$ cat src/rtl/gcd_ctrl.sv
// GCD controller: sequences load, compare and subtract steps of an external
// 16-bit subtractive GCD datapath, with iteration limit, abort and error flag.
// Outputs are registered from the next state, so they always match the
// current state exactly (Moore behaviour without decode glitches).
module gcd_ctrl #(
   parameter int MAX_ITER = 1024,
   parameter int CNT_W    = 11
) (
   input  logic             clk,
   input  logic             rst_n,
   input  logic             start,
   input  logic             abort,
   input  logic             lt,
   input  logic             gt,
   input  logic             eq,
   output logic             ldA,
   output logic             ldB,
   output logic             sel_in,
   output logic             sel1,
   output logic             sel2,
   output logic             busy,
   output logic             done,
   output logic             err,
   output logic [CNT_W-1:0] iter_cnt
);

   typedef enum logic [2:0] {
      IDLE    = 3'd0,
      LOAD_A  = 3'd1,
      LOAD_B  = 3'd2,
      COMPARE = 3'd3,
      SUB_A   = 3'd4,
      SUB_B   = 3'd5,
      DONE    = 3'd6,
      ERR     = 3'd7
   } state_t;

   localparam logic [CNT_W-1:0] MAX_CNT = CNT_W'(MAX_ITER);
   localparam logic [CNT_W-1:0] CNT_ONE = CNT_W'(1);

   // Comparator flags are only trustworthy when exactly one of them is set.
   function automatic logic flags_onehot(input logic [2:0] f);
      return (f == 3'b001) || (f == 3'b010) || (f == 3'b100);
   endfunction

   state_t           state_r;
   state_t           fsm_nx_s;
   state_t           state_s;
   logic [CNT_W-1:0] cnt_r;
   logic             ld_a_r;
   logic             ld_b_r;
   logic             sel_in_r;
   logic             sel1_r;
   logic             sel2_r;
   logic             busy_r;
   logic             done_r;
   logic             err_r;
   logic             accept_s;
   logic             sub_step_s;

   // A start is only honoured from IDLE; a subtraction counts unless aborted.
   assign accept_s   = (state_r == IDLE) && start;
   assign sub_step_s = ((state_r == SUB_A) || (state_r == SUB_B)) && !abort;

   // Nominal next-state decision, before abort is considered.
   always_comb begin
      fsm_nx_s = state_r;
      case (state_r)
         IDLE: begin
            if (start) begin
               fsm_nx_s = LOAD_A;
            end else begin
               fsm_nx_s = IDLE;
            end
         end
         LOAD_A:  fsm_nx_s = LOAD_B;
         LOAD_B:  fsm_nx_s = COMPARE;
         COMPARE: begin
            if (!flags_onehot({lt, gt, eq})) begin
               fsm_nx_s = ERR;
            end else if (eq) begin
               fsm_nx_s = DONE;
            end else if (cnt_r == MAX_CNT) begin
               fsm_nx_s = ERR;
            end else if (gt) begin
               fsm_nx_s = SUB_A;
            end else begin
               // one-hot and neither eq nor gt leaves lt
               fsm_nx_s = SUB_B;
            end
         end
         SUB_A:   fsm_nx_s = COMPARE;
         SUB_B:   fsm_nx_s = COMPARE;
         DONE:    fsm_nx_s = IDLE;
         ERR:     fsm_nx_s = IDLE;
         default: fsm_nx_s = IDLE;
      endcase
   end

   // Abort overrides every transition out of a non-IDLE state.
   always_comb begin
      state_s = fsm_nx_s;
      if (abort && (state_r != IDLE)) begin
         state_s = IDLE;
      end else begin
         state_s = fsm_nx_s;
      end
   end

   // State register plus per-state outputs registered from the next state.
   always_ff @(posedge clk or negedge rst_n) begin
      if (!rst_n) begin
         state_r  <= IDLE;
         ld_a_r   <= 1'b0;
         ld_b_r   <= 1'b0;
         sel_in_r <= 1'b0;
         sel1_r   <= 1'b0;
         sel2_r   <= 1'b0;
         busy_r   <= 1'b0;
         done_r   <= 1'b0;
      end else begin
         state_r  <= state_s;
         ld_a_r   <= (state_s == LOAD_A) || (state_s == SUB_A);
         ld_b_r   <= (state_s == LOAD_B) || (state_s == SUB_B);
         sel_in_r <= (state_s == LOAD_A) || (state_s == LOAD_B);
         sel1_r   <= (state_s == SUB_B);
         sel2_r   <= (state_s == SUB_A);
         busy_r   <= (state_s != IDLE);
         done_r   <= (state_s == DONE);
      end
   end

   // Sticky error flag: cleared by an accepted start, set on entry to ERR.
   always_ff @(posedge clk or negedge rst_n) begin
      if (!rst_n) begin
         err_r <= 1'b0;
      end else if (accept_s) begin
         err_r <= 1'b0;
      end else if (state_s == ERR) begin
         err_r <= 1'b1;
      end else begin
         err_r <= err_r;
      end
   end

   // Subtraction counter: cleared on start, saturating at the iteration limit.
   always_ff @(posedge clk or negedge rst_n) begin
      if (!rst_n) begin
         cnt_r <= {CNT_W{1'b0}};
      end else if (accept_s) begin
         cnt_r <= {CNT_W{1'b0}};
      end else if (sub_step_s && (cnt_r != MAX_CNT)) begin
         cnt_r <= cnt_r + CNT_ONE;
      end else begin
         cnt_r <= cnt_r;
      end
   end

   assign ldA      = ld_a_r;
   assign ldB      = ld_b_r;
   assign sel_in   = sel_in_r;
   assign sel1     = sel1_r;
   assign sel2     = sel2_r;
   assign busy     = busy_r;
   assign done     = done_r;
   assign err      = err_r;
   assign iter_cnt = cnt_r;

endmodule
$ cat config.mk
export PLATFORM = sky130hd
export DESIGN_NAME = gcd_ctrl
export DESIGN_NICKNAME = d
export VERILOG_FILES = /design/src/rtl/gcd_ctrl.sv
export SDC_FILE = /design/constraint.sdc
export NUM_CORES = 1
export LEC_CHECK = 0
export ABC_CLOCK_PERIOD_IN_PS = 4400
export CORE_MARGIN = 1.5
export CORE_UTILIZATION = 40
export DETAILED_ROUTE_END_ITERATION = 7
export PLACE_DENSITY_LB_ADDON = 0.1
export SYNTH_ARGS = -nofsm -noshare
export SYNTH_HDL_FRONTEND = slang
export SYNTH_SLANG_ARGS = --single-unit
export TNS_END_PERCENT = 20
$ cat constraint.sdc
create_clock -name clk -period 4.4 [get_ports clk]
set_input_delay 0.88 -clock clk [delete_from_list [all_inputs] [get_ports clk]]
set_output_delay 0.88 -clock clk [all_outputs]
set_load 0.05 [all_outputs]
# [Word level (Yosys, flattened, before mapping)]
# Cells that the tools add are included.
[classes] addsub=1 n_eq_ne=18 mux=11 n_reduce_logical=18
[op_table] op="3-bit == test, second input constant" n=9
[op_table] op="11-bit two-way mux" n=2
[op_table] op="3-bit one-hot mux with 5 select lines" n=1
[op_table] op="3-bit by 2-bit == test with 1-bit output, second input constant" n=4
[op_table] op="11-bit by 1-bit adder with 11-bit output, second input constant" n=1
[op_table] op="11-bit == test, second input constant" n=1
[op_table] op="11-bit != test, second input constant" n=1
[op_table] op="3-bit by 1-bit == test with 1-bit output, second input constant" n=3
[op_table] op="1-bit logical OR" n=6
[op_table] op="2-bit two-way mux" n=3
[op_table] op="3-bit nonzero test" n=2
[op_table] op="1-bit logical AND" n=4
[op_table] op="1-bit two-way mux" n=4
[op_table] op="2-bit nonzero test" n=2
[op_table] op="3-bit logical NOT" n=1
[op_table] op="3-bit two-way mux" n=1
[op_table] op="3-bit OR reduction" n=1
[op_table] op="2-bit OR reduction" n=1
[op_table] op="1-bit logical NOT" n=1
[word_totals] register_bits=22 input_bits=7 output_inout_bits=19

# [Logic depth before layout (Yosys ltp)]
[depth] ltp_word=9 mapped_depth=6

# [Worst setup path before layout]
# OpenSTA, ideal clock, no wires.
[synth_path] kind="in2reg" start="input abort" end="register cnt_r[10], in the netlist iter_cnt[10]" arrival_ns=1.975 setup_slack_ns=2.346 stages=4 n_path_buf=0 path_cell_list="nor3b_4 nand4_2 or4_1 a21oi_1"
[synth_between] elab_chain_len=4
[synth_lines] element="start, declared" line="12" text="input logic abort,"
[synth_lines] element="1-bit logical NOT" line="63" text="assign sub_step_s = ((state_r == SUB_A) || (state_r == SUB_B)) && !abort;"
[synth_lines] element="1-bit logical AND" line="63"
[synth_lines] element="1-bit logical AND" line="152" text="end else if (sub_step_s && (cnt_r != MAX_CNT)) begin"
[synth_lines] element="2-bit nonzero test (no source line)"
[synth_lines] element="end signal, assigned" line="151" text="cnt_r <= {CNT_W{1'b0}};"
[synth_lines] element="end signal, assigned" line="153" text="cnt_r <= cnt_r + CNT_ONE;"
[synth_lines] element="end signal, assigned" line="155" text="cnt_r <= cnt_r;"
[synth_lines] element="end, declared" line="49" text="logic [CNT_W-1:0] cnt_r;"
# Every way passes these cells.
# A chain may end at the register's enable or synchronous reset.

# [Final worst setup path]
[layout_path] start="register cnt_r[0], in the netlist iter_cnt[0]" end="output iter_cnt[0]"
[layout_lines] element="start signal, assigned" line="149" text="cnt_r <= {CNT_W{1'b0}};"
[layout_lines] element="start signal, assigned" line="151"
[layout_lines] element="start signal, assigned" line="153"
[layout_lines] element="end, declared" line="24" text="output logic [CNT_W-1:0] iter_cnt"
# No word-level cell between the ends.

==> results.py <==
metrics = {
    "run_status": {
        "run_status": "complete, no violations",
    },
    "pwr": {
        "peak_supply_drop_mv": 0.317,
        "power.density_cell_area_nw_per_um2": 425,
        "static-leakage-power_nw": 0.601,
        "total_power_w": 0.000609,
    },
    "finish": {
        "finish.instance_area_um2": 1430,
        "layout.cells.most_common_list": "sky130_fd_sc_hd__clkdlybuf4s50_1 (25), sky130_fd_sc_hd__dfrtp_1 (22), sky130_fd_sc_hd__nor2_1 (9)",
        "final_stage_net_count": 145,
        "syn2layout_area_growth_pct": 26.8,
        "filler_cell_count": 268,
        "final_layout_size_suffix_gt1_share_pct": 8.89,
        "layout_commonest_cell": "sky130_fd_sc_hd__clkdlybuf4s50_1",
        "n_antenna_cell": 0,
    },
    "setup_path": {
        "cp.buffers_inverters": 1,
        "slowest_stage": "sky130_fd_sc_hd__clkdlybuf4s50_1",
        "worst_setup_path_start_kind": "flip-flop",
        "cell_by_cell_trace_of_the_critical_path": "clkdlybuf4s50_1",
        "required_arrival_time_at_the_worst_endpoint_ps": 3520,
        "timing.critical_path.slowest_cell_delay_ps": 870,
        "endpoint_type_of_the_worst_setup_path": "output pin",
        "path_class": "reg -> out",
        "arrival_ps": 1730,
        "crit_fanout": 9,
        "critical-path-top-delay-family": "buffers and inverters",
    },
    "clock_network": {
        "cts_made_buffers": 3,
        "worstSkewPairLatency_ps": 310,
        "clock-root-buffer": "sky130_fd_sc_hd__clkbuf_4",
        "postCtsHoldBufs": 0,
        "cts.htree.levels": 1,
        "clock_tree_from_tritoncts": "built",
        "post_cts.repair.setup_buffers": 0,
        "cts-resized-gates": 0,
        "cts.sink_count": 22,
        "cts.reportedPaths.clkPinSlew_ps": 130,
        "clock_tree.buffer_depth": 2,
    },
    "floorplanning": {
        "initial_core_util_pct": 41.7,
        "die_x_um": 56.2,
        "fp.coreArea_um2": 2710,
        "io-pin-count": 26,
        "die_area_um2": 3160,
        "die_y_um": 56.2,
        "core.rowCount": 19,
    },
    "logic_synthesis": {
        "synth.top_cells.by_area": "sky130_fd_sc_hd__dfrtp_1 (49%), sky130_fd_sc_hd__nor2_1 (3.0%), sky130_fd_sc_hd__nand4_1 (2.8%)",
        "post_synth.cell_area_avg_um2": 10.4,
        "async_flop_share_pct": 100,
        "synth.mux.area_fraction_pct": 0.885,
        "synth-xor-area-share_pct": 4.65,
        "netlist-cell-type-count": 38,
        "synth_top_family_by_area": "simple AND/OR/NAND/NOR gates",
        "synth-compound-area-share_pct": 13.8,
        "mappedNetlistArea_um2": 1130,
        "syn-instance-count": 109,
        "netlist.top_cell.by_area": "sky130_fd_sc_hd__dfrtp_1",
        "synthesized_area_fraction_occupied_by_and_or_nand_nor_cells_pct": 25.8,
        "ys_ff_latch": 22,
        "ys_warn_count": 0,
        "synth-adder-area-share_pct": 2.21,
        "synth-seq-area-share_pct": 48.7,
        "synth-edff-count": 0,
        "most_used_dff_post_synth": "sky130_fd_sc_hd__dfrtp_1",
        "yosysTopAreaCellShare_pct": 48.7,
        "syn_nets": 118,
    },
    "place": {
        "dpl.hpwl_mm": 1.75,
        "place.gp.congestion": 0.789,
        "placed_cell_area_um2": 1400,
        "port_buffer_count": 25,
    },
    "timing": {
        "timing.clock.skew_ps": 2.97,
        "timing_worst_slew_pin_value_ps": 972,
        "fmax_achieved_mhz": 383,
        "maxSlewHeadroom_pct": 35.0,
        "setup_viol": 0,
        "timing_hold_violations_final": 0,
        "finalCriticalPeriod_ps": 2610,
        "setup-tns-final_ps": 0,
        "slew_violations": 0,
        "grt_setup_unrepaired": "false",
        "layout_worst_path_cycle_share_pct": 59.4,
    },
    "global_route": {
        "global_route.usage.total_pct": 16.9,
        "grt.overflow.total": 0,
        "grt_pass1_vias": 901,
        "grt_start_max_net_pins": 23,
        "antenna_found_initial": 0,
        "wire_length_of_the_first_global_routing_pass_mm": 4.12,
    },
    "drt": {
        "detailedRoute.firstIterationViolations": 41,
        "drt_drc_violations_left": 0,
        "route.antenna.remaining_nets": 0,
        "detail_route.wirelength_mm": 2.40,
        "first_pass_iters": 4,
        "total_via_count_after_detailed_routing": 927,
        "detail_route.vias_per_cell": 5.58,
        "routedWlPerCell_um": 14.4,
    },
    "min_path": {
        "hp-class": "reg -> reg",
    },
    "job": {
        "drv_cap": 0,
    },
}
==> cell usage after synthesis (2+ instances only) <==
cell and number:
sky130_fd_sc_hd__nor4_1 2, sky130_fd_sc_hd__inv_1 6, sky130_fd_sc_hd__o21ai_0 3, sky130_fd_sc_hd__or3_1 2, sky130_fd_sc_hd__nor3_1 3, sky130_fd_sc_hd__o21a_1 2, sky130_fd_sc_hd__dfrtp_1 22, sky130_fd_sc_hd__or4_4 2
sky130_fd_sc_hd__o31ai_1 3, sky130_fd_sc_hd__or4_1 2, sky130_fd_sc_hd__xnor2_1 3, sky130_fd_sc_hd__nand2_1 7, sky130_fd_sc_hd__nand4_1 5, sky130_fd_sc_hd__and3_1 2, sky130_fd_sc_hd__o21ai_1 2, sky130_fd_sc_hd__nor2_1 9
sky130_fd_sc_hd__xor2_1 3, sky130_fd_sc_hd__nand3_1 5, sky130_fd_sc_hd__a21oi_1 6, sky130_fd_sc_hd__ha_1 2
==> path summary, 6_finish.rpt <==
path                                              start  cells past startpoint  slack [ps]                      end
worst max-delay path            iter_cnt[0]$_DFFE_PN0P_                      1        1790              iter_cnt[0]
worst min-delay path                    err$_DFFE_PN0P_                      1         540          err$_DFFE_PN0P_
worst max register to register     state_r[1]$_DFF_PN0_                      4        2500  iter_cnt[9]$_DFFE_PN0P_
worst min register to register          err$_DFFE_PN0P_                      1         540          err$_DFFE_PN0P_
max in group asynchronous                         rst_n                      1        2720          err$_DFFE_PN0P_
min in group asynchronous                         rst_n                      1        1090         sel_in$_DFF_PN0_
==> per-stage QoR <==
step | instances | util, % | hold WS, ps | setup slack, ps
floorplan | 109 | - | 556 | 2350
global placement | 162 | 51.6 | 510 | 1700
detailed placement | 162 | 51.6 | 515 | 1630
CTS | 166 | 52.9 | 543 | 1770
global route | 166 | 52.9 | 579 | 1690
finish | 166 | 52.9 | 539 | 1790
==> final cells by class <==
cell class              count  area, µm²  area share, %
flip-flops and latches     22        551           38.4
clock buffers               4       36.3           2.53
well taps                  31       38.8           2.71
multi-input cells          78        536           37.3
inverters                   6       22.5           1.57
repair buffers             25        250           17.5
==> flip-flops by register name, summed over array words and instances, names as in the netlist <==
signal,cells
state_r,3
sel_in,1
sel2,1
done,1
ldA,1
busy,1
err,1
ldB,1
iter_cnt,11
sel1,1
==> kinds of logic after synthesis <==
kind of cell	Yosys count
adder cells (fa/ha/maj)	2
AO/OA/AOI/OAI	22
XOR/XNOR	6
buffers and inverters	9
AND/OR/NAND/NOR	47
flip-flops	22
multiplexers	1
==> where the power goes <==
group	leakage [nW]	switching, W	internal [W]
Combinational	0.281	0.000148	0.0000824
Clock	0.0210	0.0000647	0.0000505
Sequential	0.299	0.0000322	0.000232
Total	0.601	0.000245	0.000365
==> routing by layer <==
metal  global-route usage, %  part of all wire, %  vias to the layer above
li1                        -                    -                      450
met1                    20.4                   46                      450
met2                    29.4                   48                       22
met5                       0                    0                        -
met4                    7.14                  1.6                        0
met3                    3.02                  4.0                        5
Note: power is estimated with default switching activity, not from simulation.
